--- src/rtl/mmc_pkg.sv ---
// rtl/mmc_pkg.sv - shared state encoding and mode constants for the multi-modulus counter
package mmc_pkg;

  typedef enum logic [1:0] {
    IDLE = 2'd0,
    RUN  = 2'd1,
    DONE = 2'd2
  } mmc_state_t;

  localparam logic MODE_CONT    = 1'b0;
  localparam logic MODE_ONESHOT = 1'b1;

endpackage

--- src/rtl/mmc_channel.sv ---
// rtl/mmc_channel.sv - one modulus counter channel with run-control FSM and shadow modulus
module mmc_channel
  import mmc_pkg::*;
#(
  parameter int BITS = 32
) (
  input  logic            clk,
  input  logic            reset,
  input  logic            en,
  input  logic            mode,
  input  logic            start,
  input  logic            stop,
  input  logic            mn_wr,
  input  logic [BITS-1:0] mn_in,
  output logic [BITS-1:0] count,
  output logic            max_tick,
  output logic            busy,
  output logic            done
);

  mmc_state_t      state, state_next;
  logic [BITS-1:0] count_next;
  logic [BITS-1:0] mn_shadow, mn_shadow_next;
  logic [BITS-1:0] mn_active, mn_active_next;
  logic            done_next;
  logic            term;

  // A write in the same cycle as start or wrap is seen immediately.
  assign mn_shadow_next = mn_wr ? mn_in : mn_shadow;

  // Zero modulus never matches, so a channel armed with 0 stalls in RUN.
  assign term = (state == RUN) && en && (mn_active != '0) &&
                (count == mn_active - BITS'(1));

  assign max_tick = term;
  assign busy     = (state == RUN);

  // Next-state and datapath: stop beats start beats counting.
  always_comb begin
    state_next     = state;
    count_next     = count;
    mn_active_next = mn_active;
    done_next      = done;
    if (stop) begin
      state_next = IDLE;
      count_next = '0;
      done_next  = 1'b0;
    end else if (start) begin
      state_next     = RUN;
      count_next     = '0;
      done_next      = 1'b0;
      mn_active_next = mn_shadow_next;
    end else begin
      case (state)
        RUN: begin
          if (term) begin
            count_next = '0;
            case (mode)
              MODE_CONT: mn_active_next = mn_shadow_next;
              MODE_ONESHOT: begin
                state_next = DONE;
                done_next  = 1'b1;
              end
            endcase
          end else if (en && (mn_active != '0)) begin
            count_next = count + BITS'(1);
          end
        end
        default: count_next = '0;
      endcase
    end
  end

  // State, count and modulus registers; reset clears everything at once.
  always_ff @(posedge clk or posedge reset) begin
    if (reset) begin
      state     <= IDLE;
      count     <= '0;
      mn_shadow <= '0;
      mn_active <= '0;
      done      <= 1'b0;
    end else begin
      state     <= state_next;
      count     <= count_next;
      mn_shadow <= mn_shadow_next;
      mn_active <= mn_active_next;
      done      <= done_next;
    end
  end

endmodule

--- src/rtl/multi_modulus_counter.sv ---
// rtl/multi_modulus_counter.sv - array of independent modulus counter channels
module multi_modulus_counter
  import mmc_pkg::*;
#(
  parameter int BITS     = 32,
  parameter int CHANNELS = 4
) (
  input  logic                     clk,
  input  logic                     reset,
  input  logic [CHANNELS-1:0]      en,
  input  logic [CHANNELS-1:0]      mode,
  input  logic [CHANNELS-1:0]      start,
  input  logic [CHANNELS-1:0]      stop,
  input  logic [CHANNELS-1:0]      mn_wr,
  input  logic [BITS-1:0]          mn_in,
  output logic [CHANNELS*BITS-1:0] count,
  output logic [CHANNELS-1:0]      max_tick,
  output logic [CHANNELS-1:0]      busy,
  output logic [CHANNELS-1:0]      done
);

  // One channel per lane; mn_in is shared and qualified by each lane's mn_wr.
  for (genvar g = 0; g < CHANNELS; g++) begin : g_ch
    mmc_channel #(
      .BITS(BITS)
    ) u_ch (
      .clk     (clk),
      .reset   (reset),
      .en      (en[g]),
      .mode    (mode[g]),
      .start   (start[g]),
      .stop    (stop[g]),
      .mn_wr   (mn_wr[g]),
      .mn_in   (mn_in),
      .count   (count[g*BITS +: BITS]),
      .max_tick(max_tick[g]),
      .busy    (busy[g]),
      .done    (done[g])
    );
  end

endmodule

--- config.mk ---
export PLATFORM = sky130hd
export DESIGN_NAME = multi_modulus_counter
export DESIGN_NICKNAME = d
export VERILOG_FILES = /design/src/rtl/mmc_pkg.sv /design/src/rtl/mmc_channel.sv /design/src/rtl/multi_modulus_counter.sv
export SDC_FILE = /design/constraint.sdc
export NUM_CORES = 1
export LEC_CHECK = 0
export ABC_AREA = 1
export CORE_MARGIN = 5
export CORE_UTILIZATION = 60
export DETAILED_ROUTE_END_ITERATION = 8
export PLACE_DENSITY_LB_ADDON = 0.12
export SKIP_CTS_REPAIR_TIMING = 1
export SKIP_LAST_GASP = 1
export SLEW_MARGIN = 0
export SYNTH_ARGS = -nofsm -noshare
export SYNTH_HDL_FRONTEND = slang
export SYNTH_SLANG_ARGS = --single-unit
--- constraint.sdc ---
create_clock -name clk -period 14.63 [get_ports clk]
set_input_delay 1.463 -clock clk [delete_from_list [all_inputs] [get_ports clk]]
set_output_delay 1.463 -clock clk [all_outputs]
set_load 0.01 [all_outputs]
==> results of run 1 <==
## power by group
| group | leakage, nW | total (W) | internal [W] | switching [W] |
|---|---|---|---|---|
| clock | 0.735 | 0.00118 | 0.000721 | 0.000460 |
| combinational | 7.83 | 0.000584 | 0.000217 | 0.000367 |
| sequential | 4.98 | 0.00128 | 0.00117 | 0.000101 |
## final cells by class
| class | instances | area, um^2 |
|---|---|---|
| multi-input combinational | 2689 | 13900 |
| fill | 3528 | 12900 |
| sequential | 392 | 9810 |
| timing repair buffer | 210 | 2060 |
| inverter | 347 | 1310 |
| clock buffer | 55 | 1200 |
| tap | 539 | 674 |
| clock inverter | 19 | 328 |
| antenna | 2 | 5.00 |
## routing by layer
metal	vias up	part of all wire [%]	GRT usage (%)
li1	11600	-	-
met3	197	7.4	4.99
met2	996	46	52.0
met5	-	0.039	0
met4	4	4.1	12.4
met1	11500	43	44.2
## cells by family (layout without fill, tap and decap cells)
family / count (synthesis) / in the layout
AOI/OAI and AO/OA: 170 / 170
other: 0 / 2
DFF: 392 / 392
muxes: 128 / 128
and+or+nand+nor: 2181 / 2181
xor gates and xnor gates: 198 / 198
buffers and inverters: 468 / 631
adders and majority gates: 12 / 12
## through the flow
stage	util [%]	worst slack (ns)	instance area [um^2]	hold WS [ns]
detailed placement	65.8	9.26	27700	0.486
finish	69.4	9.42	29300	0.498
global placement	65.8	9.39	27700	0.480
global route	69.4	9.23	29300	0.508
CTS	69.4	9.43	29300	0.500
floorplan	-	2.27	25700	0.469
## flip-flops by register name (all words and copies together) (netlist names)
register and count:
g_ch.u_ch.count 128, g_ch.u_ch.mn_shadow 128, g_ch.u_ch.state 8, g_ch.u_ch.mn_active 128
## path summary, 6_finish.rpt
| check | from | to | cells past startpoint |
|---|---|---|---|
| min in group asynchronous | reset | g_ch[2].u_ch.count[5] | 2 |
| hold reg to reg | g_ch[3].u_ch.mn_shadow[21] | g_ch[3].u_ch.mn_shadow[21] | 1 |
| hold / removal | g_ch[3].u_ch.mn_shadow[21] | g_ch[3].u_ch.mn_shadow[21] | 1 |
| setup / recovery | en[3] | max_tick[3] | 10 |
| setup reg to reg | g_ch[3].u_ch.mn_active[8] | g_ch[3].u_ch.count[20] | 12 |
| max in group asynchronous | reset | g_ch[0].u_ch.mn_active[1] | 5 |
## cells in the mapped netlist (2+ instances only)
| cell | count | share of area (%) |
|---|---|---|
| nor2_4 | 13 | 0.57 |
| nor2_2 | 32 | 0.78 |
| nand3_4 | 2 | 0.14 |
| nand2_1 | 1096 | 16 |
| o21ai_0 | 98 | 1.9 |
| o22ai_1 | 2 | 0.049 |
| or2_2 | 7 | 0.17 |
| o21a_1 | 2 | 0.058 |
| nor2_1 | 449 | 6.6 |
| mux2_2 | 128 | 5.6 |
| clkbuf_8 | 3 | 0.16 |
| nand4_1 | 79 | 1.9 |
| nor3_1 | 56 | 1.1 |
| nor3_2 | 2 | 0.078 |
| buf_4 | 12 | 0.35 |
| clkbuf_1 | 52 | 0.76 |
| nand3_2 | 5 | 0.19 |
| dfrtp_1 | 392 | 38 |
| a21oi_1 | 24 | 0.47 |
| buf_1 | 12 | 0.18 |
| buf_12 | 3 | 0.23 |
| inv_2 | 4 | 0.058 |
| nor4_1 | 23 | 0.56 |
| xnor2_1 | 64 | 2.2 |
| nand2_2 | 47 | 1.1 |
| buf_6 | 13 | 0.57 |
| xor2_1 | 128 | 4.4 |
| xnor3_1 | 5 | 0.44 |
| ha_1 | 12 | 0.58 |
| nand2_4 | 6 | 0.26 |
| nor4b_1 | 3 | 0.10 |
| o21ai_1 | 26 | 0.51 |
| nand4_4 | 2 | 0.17 |
| inv_1 | 336 | 4.9 |
| nand3_1 | 322 | 6.3 |
| buf_2 | 25 | 0.49 |
| clkinv_1 | 7 | 0.10 |
| nor3b_1 | 2 | 0.058 |
| and3_1 | 6 | 0.15 |
| o21bai_1 | 12 | 0.35 |
| nand3b_1 | 24 | 0.70 |
| a31oi_1 | 2 | 0.049 |
==> results.cfg, run 1 <==
[floorplan]
rows = 75
start_util_pct = 61.0
die-width_um = 217
fp.dieH_um = 217
core_area_um2 = 42100
ios = 194
die_area_um2 = 47100

[cells_and_area]
layout.cells.non_filler = 4253
nNetsFinal = 3747
final_common_cell = nand2_1
areaGrowthSynthToFinish_pct = 13.9
layout_common_cells = nand2_1 (1096), nor2_1 (448), dfrtp_1 (392)
drive_gt1_share_pct = 9.27

[timing]
rsz0062_at_grt = no
hold_viol = 0
setup_viol = 0
tightest_slew_ns = 1.28
final.setup.tns_ns = 0
slew_headroom_pct = 14.5
period_share_pct = 35.6
maxClockFrequency_mhz = 192
slew_violations = 0
fin_worst_skew_ns = 0.0200
post-route-min-period_ns = 5.21

[place]
gp_congestion = 1.02
placedCellCount = 4177
dp_hpwl_mm = 57.0
numPortBuffers = 193

[yosys]
synth.avg_cell_area_um2 = 7.24
synth-seq-cells = 392
ys_seq_area_share_pct = 38.2
syn_inst = 3549
synth_fa_ha_area_share_pct = 0.584
syn_nets = 3615
synth_top_family_by_area = simple AND/OR/NAND/NOR gates
synth-simple-area-share_pct = 37.2
ys_types = 53
synth_edf_count = 0
syn_area_um2 = 25700
synth-compound-area-share_pct = 3.52
ys.flop_type = dfrtp_1
synth_xor_area_share_pct = 7.05
yosysWarnings = 0
synthArstFlopShare_pct = 100
synthMuxAreaShare_pct = 5.61

[worst_setup_path]
crit_fanout = 14
max_stage_delay_ns = 0.55
r2r_slack_ns = 10.77
slowest_stage = clkdlybuf4s50_1
timing.critical_path.buf_inv = 3
crit_top_cell = nor2_1
path_class = primary input to output pin
cp_cell_sequence = clkdlybuf4s50_1 -> o21ai_0 -> nor2_1 -> nand3_1 -> nor2_1 -> nand3_1 -> nor2_1 -> nand2_1 -> inv_1 -> clkdlybuf4s50_1
cp.arrival_ns = 3.75
start_kind = primary input
cp_data_required_time_ns = 13.17
cp-end-kind = output pin
cpLargestDelayFamily = buffers and inverters

[clocking]
root_buffer = clkbuf_16
clock_path_buffers = 3
cts_buffers = 41
clkSlewWorstSetupHoldPaths_ns = 0.06
clock-sinks = 392
insertion_delay_ns = 0.59
htreeDepth = 2
tritoncts = yes

[routing]
wire_per_inst_um = 18.1
first_iter_violations = 2428
avgViaCountPerCell = 5.71
wirelength_mm = 76.9
drc = 0
drt-pass1-iter-count = 6
ant_nets = 0
vias = 24300

[global_routing]
grt_max_degree = 87
overflow = 0
first_global_vias = 23500
grt_pass1_wl_mm = 124
antenna_found_initial = 6
grt_use_total_pct = 32.2

[power_and_ir_drop]
leakage_nw = 13.5
total_power_w = 0.00304
ir_drop_uv = 81.1
powerDensity_nw_per_um2 = 104

[flow_run]
cap_violations = 0

[outcome]
status = finished, final reports clean

[min_path]
hold_path_class = register to register
No activity file was read; power rests on OpenSTA's default activity.
==> run 2: changes to the inputs <==
==> constraint.sdc (replaced) <==
create_clock -name clk -period 5 [get_ports clk]
set_input_delay 0.5 -clock clk [delete_from_list [all_inputs] [get_ports clk]]
set_output_delay 0.5 -clock clk [all_outputs]
set_load 0.01 [all_outputs]
==> results.cfg, run 2 (synthesis results as in run 1) <==
[cells_and_area]
layout_common_cells = nand2_1 (1096), nor2_1 (448), dfrtp_1 (392)
multiInputGateArea_um2 = 13900
final_common_cell = nand2_1
areaGrowthSynthToFinish_pct = 13.7
nNetsFinal = 3753
final_core_util_pct = 69.3
reg.largest.list = g_ch.u_ch.count x128, g_ch.u_ch.mn_active x128, g_ch.u_ch.mn_shadow x128
drive_gt1_share_pct = 9.39
num-fill-cells = 3592
seq_area_um2 = 9810

[timing]
tightest_slew_ns = 1.07
hold_viol = 0
period_share_pct = 79.4
post-route-min-period_ns = 3.97
maxClockFrequency_mhz = 252
hold_ws_ns = 0.271
fin_worst_skew_ns = 0.0191
setup_viol = 0
rsz0062_at_grt = no
slew_headroom_pct = 28.6
slew_violations = 0

[floorplan]
core_area_um2 = 42100
rows = 75
die_area_um2 = 47100
die-width_um = 217
ios = 194
start_util_pct = 61.0
fp.dieH_um = 217

[power_and_ir_drop]
p_int_w = 0.00595
powerDensity_nw_per_um2 = 297
pwr-share-comb_pct = 19.7
netSwitchingFraction_pct = 31.3
power.switching_w = 0.00272
ir_drop_uv = 277
leakage_nw = 13.5
clockPowerShare_pct = 37.3
seq_power_share_pct = 43.0

[worst_setup_path]
crit_fanout = 21
setup.worst_path.start = g_ch[1].u_ch.mn_active[0]
slowest_stage = clkdlybuf4s50_1
max_stage_delay_ns = 0.53
cp.arrival_ns = 3.47
path_class = register to output pin
cpLargestDelayFamily = simple AND/OR/NAND/NOR gates
timing.critical_path.buf_inv = 4
crit_top_cell = nand2_1
cp-end-kind = output pin
r2r_start = g_ch[3].u_ch.mn_active[0]
start_kind = register
cp_data_required_time_ns = 4.50
cp_cell_sequence = inv_1 -> ha_1 -> nand3_1 -> nor2_1 -> nand2_1 -> nand2_1 -> nand2_1 -> nor2_1 -> nand2_1 -> nor2_1 -> nand2_1 -> nor2_2 -> nand3_1 -> buf_4 -> inv_1 -> clkdlybuf4s50_1

[clocking]
clock_path_buffers = 3
clkSlewWorstSetupHoldPaths_ns = 0.06
cts_buffers = 42
root_buffer = clkbuf_16
insertion_delay_ns = 0.59
htreeDepth = 2
clock-sinks = 392
tritoncts = yes

[place]
gp_congestion = 0.997
numPortBuffers = 193
dp_hpwl_mm = 56.9

[global_routing]
grt_max_degree = 134
grt_use_total_pct = 31.7
first_global_vias = 23300
antenna_found_initial = 3
overflow = 0
grt_pass1_wl_mm = 122

[outcome]
status = finished, final reports clean

[routing]
drt-pass1-iter-count = 6
ant_nets = 0
drc = 0
vias = 24100
avgViaCountPerCell = 5.67
first_iter_violations = 2225
wire_per_inst_um = 17.8
wirelength_mm = 75.8

[min_path]
hold_path_class = primary input to async pin

[flow_run]
cap_violations = 0
[run 2: metal layers]
| layer | vias up | GRT usage [%] | share of wire, % |
|---|---|---|---|
| met3 | 187 | 4.97 | 7.8 |
| met5 | - | 0 | 0.069 |
| met4 | 6 | 10.8 | 3.4 |
| li1 | 11600 | - | - |
| met2 | 927 | 51.6 | 46 |
| met1 | 11500 | 43.8 | 43 |
[run 2: final cells by class]
class	count	area share, %
Clock inverter	24	0.977
Multi-Input combinational cell	2689	47.5
Sequential cell	392	33.6
Antenna cell	1	0.00857
Timing Repair Buffer	215	7.27
Inverter	347	4.47
Tap cell	539	2.31
Clock buffer	51	3.85
[run 2: worst paths after layout]
kind | slack, ns | to | cells past startpoint
worst min-delay path | 0.27 | g_ch[2].u_ch.count[3] | 2
max in group asynchronous | 3.59 | g_ch[0].u_ch.count[23] | 3
worst max register to register | 1.75 | g_ch[3].u_ch.mn_active[1] | 16
worst max-delay path | 1.03 | max_tick[1] | 16
worst min register to register | 0.50 | g_ch[1].u_ch.mn_shadow[26] | 1
min in group clk | 0.50 | g_ch[1].u_ch.mn_shadow[26] | 1
[run 2: power groups by stage]
stage	combinational (W)	clock (W)	sequential, W
2_1_floorplan	0.00132	0	0.00368
3_3_place_gp	0.00164	0	0.00377
3_5_place_dp	0.00168	0	0.00378
4_1_cts	0.00170	0.00328	0.00372
5_1_grt	0.00193	0.00341	0.00376
6_report	0.00171	0.00323	0.00372
[run 2: per-stage QoR]
stage,instances,instance area [um^2],power [W],setup TNS [ns],setup WS [ns]
finish,4258,29200,0.00866,0,1.03
global route,4257,29200,0.00911,0,0.749
CTS,4257,29200,0.00871,0,1.01
detailed placement,4182,27800,0.00546,0,1.64
global placement,4182,27800,0.00541,0,1.67
floorplan,3549,25700,0.00500,-303.36,-0.774
==> run 3: changes to the inputs <==
==> constraint.sdc (replaced) <==
create_clock -name clk -period 3.86 [get_ports clk]
set_input_delay 0.386 -clock clk [delete_from_list [all_inputs] [get_ports clk]]
set_output_delay 0.386 -clock clk [all_outputs]
set_load 0.01 [all_outputs]
==> results.cfg, run 3 (synthesis results as in run 1) <==
[cells_and_area]
seq_area_um2 = 9810
final_common_cell = nand2_1
num-fill-cells = 3490
areaGrowthSynthToFinish_pct = 14.6
reg.largest.list = g_ch.u_ch.count x128, g_ch.u_ch.mn_active x128, g_ch.u_ch.mn_shadow x128
drive_gt1_share_pct = 9.73
layout.cells.non_filler = 4270
layout_common_cells = nand2_1 (1095), nor2_1 (446), dfrtp_1 (392)
nNetsFinal = 3763
multiInputGateArea_um2 = 13900

[clocking]
insertion_delay_ns = 0.59
htreeDepth = 2
clock_path_buffers = 3
root_buffer = clkbuf_16
clock-sinks = 392
tritoncts = yes
cts_buffers = 42
clkSlewWorstSetupHoldPaths_ns = 0.07

[timing]
post-route-min-period_ns = 3.68
slew_violations = 0
tightest_slew_ns = 0.834
slew_headroom_pct = 44.3
fin_ws_ns = 0.176
maxClockFrequency_mhz = 271
period_share_pct = 95.4
rsz0062_at_grt = no
hold_viol = 0
fin_worst_skew_ns = 0.0227
setup_viol = 0

[global_routing]
antenna_found_initial = 2
grt_max_degree = 124
overflow = 0
grt_use_total_pct = 32.8
grt_pass1_wl_mm = 125
first_global_vias = 23600

[worst_setup_path]
cpLargestDelayFamily = simple AND/OR/NAND/NOR gates
timing.critical_path.buf_inv = 3
cp_data_required_time_ns = 3.47
cp_cell_sequence = nor2_1 -> nand2_1 -> nor2_1 -> nand2_1 -> xor2_1 -> nand2_1 -> inv_1 -> nand3_1 -> nor2_1 -> nand3_1 -> nor2_1 -> nand2_1 -> inv_1 -> clkdlybuf4s50_1
max_stage_delay_ns = 0.53
slowest_stage = clkdlybuf4s50_1
crit_fanout = 5
cp-end-kind = output pin
start_kind = register
cp.arrival_ns = 3.30
path_class = register to output pin

[place]
gp_congestion = 1.00
numPortBuffers = 193
dp_slack_ns = 0.756
dp_hpwl_mm = 58.5
placedCellCount = 4188

[routing]
maxUsedRoutingLayer = met4
first_iter_violations = 2680
drc = 0
wirelength_mm = 78.5
m1WireLength_mm = 33.3
wl_met3_mm = 6.08
avgViaCountPerCell = 5.69
drt-pass1-iter-count = 6
ant_nets = 0
vias = 24300
met2_length_mm = 36.2
wire_per_inst_um = 18.4

[power_and_ir_drop]
powerDensity_nw_per_um2 = 394
leakage_nw = 13.6
ir_drop_uv = 407
total_power_w = 0.0116

[floorplan]
core_area_um2 = 42100
fp.dieH_um = 217
ios = 194
die-width_um = 217
rows = 75
start_util_pct = 61.0
die_area_um2 = 47100

[outcome]
status = finished, final reports clean

[flow_run]
cap_violations = 0

[min_path]
hold_path_class = primary input to async pin
## run 3: final timing paths
path                                                start                          to  slack (ns)  cells after the start
worst max-delay path            g_ch[3].u_ch.mn_active[2]                 max_tick[3]        0.18                     14
worst min-delay path                                reset   g_ch[2].u_ch.mn_active[5]        0.43                      3
worst max register to register  g_ch[0].u_ch.mn_active[0]       g_ch[0].u_ch.count[4]        0.71                     15
worst min register to register  g_ch[3].u_ch.mn_shadow[2]   g_ch[3].u_ch.mn_shadow[2]        0.50                      1
max in group asynchronous                           reset  g_ch[0].u_ch.mn_active[26]        2.83                      3
min in group clk                                  stop[2]       g_ch[2].u_ch.state[1]        0.49                      3
## run 3: layout make-up
cell class	count	share of cell area [%]
antenna	1	0.00850
clock buffer	53	3.85
clock inverter	24	1.32
inverter	347	4.44
multi-input combinational	2689	47.2
sequential	392	33.3
tap	539	2.29
timing repair buffer	225	7.55
## run 3: tightest hold or removal path: cells and delay by family
kind                   cells  cell delay (ns)
buffers and inverters      3             1.04
## run 3: metrics by stage
step	utilization [%]	hold WS, ns	setup TNS, ns	area (um^2)
CTS	69.7	0.449	0	29400
global route	69.8	0.483	0	29400
global placement	66.1	0.480	0	27900
finish	69.8	0.430	0	29400
detailed placement	66.1	0.485	0	27900
floorplan	-	0.469	-705.55	25700
## run 3: layer usage
layer	GRT usage, %	up-vias
li1	-	11600
met2	52.8	1018
met4	12.2	0
met1	45.6	11500
met5	0	-
met3	4.67	172
## run 3: power by group
group          total (W)  switching [W]  internal, W
sequential       0.00483       0.000375      0.00445
combinational    0.00225        0.00141     0.000838
clock            0.00450        0.00180      0.00270
